File: src/rtl/mem_target_regfile.sv
// ----------------------------------------------------------------------------
// mem_target_regfile
//
// Purpose:
//   This is the responder end of the small memory bus (4-bit address, 8-bit
//   data). It holds a register file built from flops and returns read data
//   one cycle after the address is presented. It also keeps per-entry
//   "written" flags, saturating write and read counters, and a sticky error
//   flag that sets when a read hits an entry that has never been written.
//
// Bus protocol:
//   There is no valid/ready handshake. Every rising clk edge with rst low is
//   exactly one transaction. we=1 is a write and we=0 is a read. A read whose
//   result nobody uses still counts as a read.
//
// Ports:
//   clk        in   single clock; all state changes on the rising edge
//   rst        in   asynchronous, active-high reset
//   we         in   1 = write cycle, 0 = read cycle
//   addr       in   [ADDR_W-1:0] entry index for this cycle
//   wdata      in   [DATA_W-1:0] write data (used only when we=1)
//   rdata      out  [DATA_W-1:0] registered read data; held during writes
//   valid_map  out  [2**ADDR_W-1:0] bit i is set once entry i is written
//   uninit_err out  sticky flag for a read of a never-written entry
//   err_clr    in   clears uninit_err; a same-cycle new error wins
//   wr_count   out  [CNT_W-1:0] saturating count of write cycles
//   rd_count   out  [CNT_W-1:0] saturating count of read cycles
// ----------------------------------------------------------------------------
module mem_target_regfile #(
    parameter int                 ADDR_W   = 4,
    parameter int                 DATA_W   = 8,
    parameter logic [DATA_W-1:0]  INIT_VAL = 8'h00,
    parameter int                 CNT_W    = 8
) (
    input  logic                     clk,
    input  logic                     rst,
    input  logic                     we,
    input  logic [ADDR_W-1:0]        addr,
    input  logic [DATA_W-1:0]        wdata,
    output logic [DATA_W-1:0]        rdata,
    output logic [(1<<ADDR_W)-1:0]   valid_map,
    output logic                     uninit_err,
    input  logic                     err_clr,
    output logic [CNT_W-1:0]         wr_count,
    output logic [CNT_W-1:0]         rd_count
);

    localparam int DEPTH = 1 << ADDR_W;

    logic [DATA_W-1:0] mem_q [DEPTH];
    logic [DATA_W-1:0] rdata_q,  rdata_d;
    logic [DEPTH-1:0]  valid_q,  valid_d;
    logic              err_q,    err_d;
    logic [CNT_W-1:0]  wr_cnt_q, wr_cnt_d;
    logic [CNT_W-1:0]  rd_cnt_q, rd_cnt_d;

    logic              rd_uninit;

    // A read of an entry that was never written returns INIT_VAL, even if
    // the flop holds something else, and it raises the sticky error.
    assign rd_uninit = !we && !valid_q[addr];

    always_comb begin
        rdata_d  = rdata_q;
        valid_d  = valid_q;
        err_d    = err_q;
        wr_cnt_d = wr_cnt_q;
        rd_cnt_d = rd_cnt_q;

        if (we) begin
            valid_d[addr] = 1'b1;
            if (wr_cnt_q != {CNT_W{1'b1}}) begin
                wr_cnt_d = wr_cnt_q + CNT_W'(1);
            end
        end else begin
            rdata_d = valid_q[addr] ? mem_q[addr] : INIT_VAL;
            if (rd_cnt_q != {CNT_W{1'b1}}) begin
                rd_cnt_d = rd_cnt_q + CNT_W'(1);
            end
        end

        // A new error in the same cycle as a clear wins, so the order of
        // these two assignments matters.
        if (err_clr) begin
            err_d = 1'b0;
        end
        if (rd_uninit) begin
            err_d = 1'b1;
        end
    end

    always_ff @(posedge clk or posedge rst) begin
        if (rst) begin
            for (int i = 0; i < DEPTH; i++) begin
                mem_q[i] <= INIT_VAL;
            end
        end else if (we) begin
            mem_q[addr] <= wdata;
        end
    end

    always_ff @(posedge clk or posedge rst) begin
        if (rst) begin
            rdata_q  <= INIT_VAL;
            valid_q  <= '0;
            err_q    <= 1'b0;
            wr_cnt_q <= '0;
            rd_cnt_q <= '0;
        end else begin
            rdata_q  <= rdata_d;
            valid_q  <= valid_d;
            err_q    <= err_d;
            wr_cnt_q <= wr_cnt_d;
            rd_cnt_q <= rd_cnt_d;
        end
    end

    assign rdata      = rdata_q;
    assign valid_map  = valid_q;
    assign uninit_err = err_q;
    assign wr_count   = wr_cnt_q;
    assign rd_count   = rd_cnt_q;

endmodule

File: config.mk
export PLATFORM = sky130hd
export DESIGN_NAME = mem_target_regfile
export DESIGN_NICKNAME = d
export VERILOG_FILES = /design/src/rtl/mem_target_regfile.sv
export SDC_FILE = /design/constraint.sdc
export NUM_CORES = 1
export LEC_CHECK = 0
export CELL_PAD_IN_SITES_DETAIL_PLACEMENT = 1
export CELL_PAD_IN_SITES_GLOBAL_PLACEMENT = 1
export CORE_UTILIZATION = 45
export DETAILED_ROUTE_END_ITERATION = 8
export DONT_BUFFER_PORTS = 1
export GPL_TIMING_DRIVEN = 0
export PLACE_DENSITY_LB_ADDON = 0.1
export SLEW_MARGIN = 40
export SYNTH_ARGS = -nofsm -noshare
export SYNTH_HDL_FRONTEND = slang
export SYNTH_SLANG_ARGS = --single-unit
File: constraint.sdc
create_clock -name clk -period 13 [get_ports clk]
set_clock_uncertainty 0.2 [all_clocks]
set_input_delay 1.95 -clock clk [delete_from_list [all_inputs] [get_ports clk]]
set_output_delay 1.95 -clock clk [all_outputs]
set_load 0.01 [all_outputs]
## Yosys cells after proc, flatten, opt, wreduce, memory -nomap -nowiden

Index checks and enable logic that the tools add are counted.

| storage, ports and cells | value |
|---|---|
| register bits | 169 |
| input bits | 16 |
| output and inout port bits | 41 |
| logic and storage cells | 53 |

| operators by class | value |
|---|---|
| add/sub/neg operators | 2 |
| order comparisons | 4 |
| equal/unequal tests | 2 |
| multiplexer cells | 13 |
| bitwise gates (word level) | 3 |
| reductions and logical operators | 8 |

Operators with widths:

| kind | number |
|---|---|
| $bwmux 128 | 1 |
| $bmux 8 s4 | 1 |
| $demux 8 s4 | 1 |
| $mux 8 | 4 |
| $add 8x1->8 const B | 2 |
| $ne 8x8->1 const B | 2 |
| $or 16x16->16 | 1 |
| $ge 5x5->1 const B | 1 |
| $lt 4x5->1 const B | 1 |
| $lt 5x1->1 const B | 1 |
| $not 4->5 | 1 |
| $bmux 1 s4 | 1 |
| $demux 1 s4 | 1 |
| $ge 4x1->1 const B | 1 |
| $mux 1 | 4 |
| $reduce_and 2->1 | 2 |
| $logic_and 1x1->1 | 3 |
| $logic_not 1->1 | 2 |
| $reduce_bool 2->1 | 1 |
| $not 1->1 | 1 |

## Longest topological paths before layout

| logic depth | value |
|---|---|
| word-level depth | 6 |
| mapped depth | 7 |
| gate-level depth less buffers | 5 |

## Worst setup path after synthesis

Ideal clock, no wire load.

| timing | value |
|---|---|
| kind | input port to flip-flop |
| from | input addr[0] |
| to | register mem_q[24] (netlist name) |
| library setup time | 0.125 ns |
| data arrival time | 3.209 ns |
| required time | 12.675 ns |
| slack | 9.466 ns |
| stages on the path | 7 |
| path buffers | 3 |
| cells stage by stage | buf_6 -> buf_12 -> buf_12 -> nor2b_2 -> nand2_1 -> nor2_2 -> mux2_2 |

| on the way | value |
|---|---|
| cells in the longest elaborated chain, start to end | 6 |
| elaborated cells on any way between the ends | 7 |
| classes of those cells | order compare: 2; mux: 3; bitwise: 1; reduce/logical: 1 |

RTL lines:

| item | line | text |
|---|---|---|
| from (decl) | 38 | `input logic [ADDR_W-1:0] addr,` |
| $not 4->5 (not written as such) * | 98 | `mem_q[addr] <= wdata;` |
| $ge 5x5->1 (not written as such) / $lt 5x1->1 (equally long branches) | 98 |  |
| $logic_and 1x1->1 (not written as such) | 98 |  |
| $mux 8 (not written as such) | 98 |  |
| $demux 8 s4 * | 98 |  |
| $bwmux 128 * | 98 |  |
| to (signal, indexed assignment) | 98 |  |
| to (decl) | 50 | `logic [DATA_W-1:0] mem_q [DEPTH];` |

Every way passes the cells marked *; elsewhere a longest branch is shown, timed or not.
A chain may end at the register's enable or synchronous reset.

## Worst setup path in the final report

| timing | value |
|---|---|
| from | input addr[3] |
| to | register mem_q[105] (netlist name) |

Same word-level chain as after synthesis.

==> flow_summary.ini <==
[floorplan]
fp-row-count = 47
die_y_um = 133
die_x_um = 133
dieArea_um2 = 17600
pin_count = 57
start_util_pct = 46.2
placeableCoreArea_um2 = 16600

[hold_path]
hp-class = reg -> reg
hold_start = mem_q[100]$_DFFE_PP0P_

[power]
seq_power_share_pct = 47.5
comb_power_share_pct = 16.6
power-per-cell-area_nw_per_um2 = 185
power.switching_mw = 0.428
power_mw = 1.61
intPower_mw = 1.19
p_leak_nw = 3.66
switching_share_pct = 26.5
ir_worst_vdd_uv = 100
clockPowerShare_pct = 35.9

[status]
status = finished clean

[clock_network]
postCtsSetupBuffers = 0
cts.clk_slew.worst_paths_ns = 0.06
cts_buffer_depth = 2
hold_buffers = 0
cts_root_buf = clkbuf_16
post_cts_resized = 0
clkLatencyLatePin_ns = 0.43
cts_buffers = 17
cts_tree = built
ctsHtreeMaxLevel = 4
cts_sinks = 169

[sta]
setup_tns_ns = 0
setup_viol_count_final = 0
hold_ws_ns = 0.300
slew_headroom_pct = 49.6
rsz0062_at_grt = no
slew_viol_final = 0
hold_violations = 0
worst_pin_slew_ns = 0.753
timing.final.crit_share_pct = 27.7
clock.fmax_mhz = 277
post-route-min-period_ns = 3.61

[critical_path]
critPathArrivalTime_ns = 3.71
crit_type = in -> reg
worstReg2RegStart = rd_count[2]$_DFFE_PP0P_
critPathMaxFanout = 10
end_kind = flop
crit_path_start = addr[3]
start_kind = input port
crit_required_ns = 13.11

[global_route]
use_met1_pct = 30.7
antenna_found_initial = 0
met2_usage_pct = 37.5
grt_use_met3_pct = 4.75
gr-total-overflow = 0
grt_pass1_wl_mm = 30.0
grt_pass1_vias = 5062
grt_usage_pct = 23.2
gr-max-usage-layer = met2
grt_max_degree = 68

[placed_design]
gp_congestion = 0.834
numPortBuffers = 0
dp_hpwl_mm = 12.7
numPlacedInstances = 722

[cells_and_area]
final_common_cell = dfrtp_1
layout_common_cells = 169 x dfrtp_1, 131 x mux2_2, 31 x mux4_2
drive_gt1_share_pct = 45.9
n_antenna_cell = 0
stdcell_count = 754
finish.net_count = 539
area_growth_pct = 13.4

[detailed_routing]
vias = 4324
drt-vias-per-instance = 5.73
dr.pass1.iters = 6
antenna_left = 0
postRouteWirelength_mm = 18.4
drtIter0Drc = 208
wl_per_cell_um = 24.4
drc = 0

[synthesis]
yosysUniqueCellTypes = 44
synth_area_um2 = 7670
syn_area_per_cell_um2 = 15.4
yosysSeqAreaShare_pct = 55.2
synth-seq-cells = 169
yosysWarnings = 0
syn-num-nets = 516
synth_edf_count = 0
syn_inst = 498
synth_ff_type = dfrtp_1
async_flop_share_pct = 100

[job]
cap_violations = 0
-- worst paths after layout --
| kind | to | slack (ns) | depth (start not counted) |
|---|---|---|---|
| max | mem_q[105]$_DFFE_PP0P_ | 9.39 | 5 |
| min | mem_q[100]$_DFFE_PP0P_ | 0.30 | 1 |
| max reg2reg | rd_count[1]$_DFFE_PP0P_ | 11.06 | 3 |
| min reg2reg | mem_q[100]$_DFFE_PP0P_ | 0.30 | 1 |
| max in group asynchronous | mem_q[52]$_DFFE_PP0P_ | 10.75 | 2 |
| min in group asynchronous | mem_q[124]$_DFFE_PP0P_ | 1.19 | 1 |
-- metrics by stage --
stage          utilization, %  setup WS (ns)  cell area [um2]
6_report                 52.5           9.39             8700
5_1_grt                  52.5           9.37             8700
4_1_cts                  52.5           9.43             8700
3_5_place_dp             48.4           8.99             8020
3_3_place_gp             47.9           4.69             7940
2_1_floorplan               -           6.27             7670
-- synth_stat cells, types with 2 or more instances --
master | n | area, um2
nor3_4 | 2 | 32.5
ha_1 | 2 | 25.0
nor3_1 | 2 | 10.0
or3_1 | 2 | 12.5
mux2_2 | 131 | 1480
dfrtp_1 | 169 | 4230
nand4_1 | 6 | 37.5
nand2_1 | 17 | 63.8
nor4_4 | 2 | 42.5
nor2_2 | 6 | 37.5
xnor2_1 | 8 | 70.1
o31ai_1 | 8 | 60.1
mux4_1 | 5 | 131
inv_1 | 4 | 15.0
buf_2 | 13 | 65.1
nand3_1 | 5 | 25.0
mux4_2 | 31 | 698
nand2b_1 | 6 | 37.5
and3_1 | 3 | 18.8
buf_4 | 3 | 22.5
buf_12 | 2 | 40.0
a22o_1 | 17 | 149
nor2_1 | 12 | 45.0
clkbuf_1 | 9 | 33.8
or2_2 | 11 | 68.8
xor2_1 | 3 | 26.3
nor2b_1 | 2 | 12.5
-- worst max-delay path, cell delays in order --
cell and delay, ns:
buf_2 0.19, nor2_1 0.16, buf_2 0.30, nand3_1 0.60, mux2_2 0.50
-- kinds of logic after synthesis --
group / synth area share (%)
AO/OA/AOI/OAI: 3.48
XOR/XNOR: 1.26
adder cells (fa/ha/maj): 0.326
buffers and inverters: 2.50
flip-flops: 55.2
multiplexers: 30.2
AND/OR/NAND/NOR: 7.10
-- layer usage --
metal | vias up | wire (um)
met5 | - | 0
met4 | 0 | 439
met3 | 29 | 790
met2 | 111 | 9080
met1 | 2290 | 8080
li1 | 1894 | -
-- power groups by stage --
stage                     Sequential (mW)  Combinational, mW  Clock, mW
after floorplan                     0.741              0.219          0
after global placement              0.763              0.254          0
after detailed placement            0.775              0.270          0
after CTS                           0.766              0.272      0.587
after global routing                0.785              0.295      0.607
final                               0.766              0.268      0.579
-- sequential cells by signal, indices dropped and copies added (netlist names) --
signal	flops
mem_q	128
valid_map	16
rd_count	8
rdata	8
wr_count	8
uninit_err	1
-- cell type report --
class / instances / area (um2)
plain buffers: 29 / 176
clock buffers: 21 / 460
clock inverters: 11 / 218
fillers: 1604 / 7890
inverters: 4 / 22.5
multi-input cells: 296 / 3250
flip-flops and latches: 169 / 4230
well taps: 220 / 275
repair buffers: 4 / 70.1
Power figures use the tool's default switching activity.
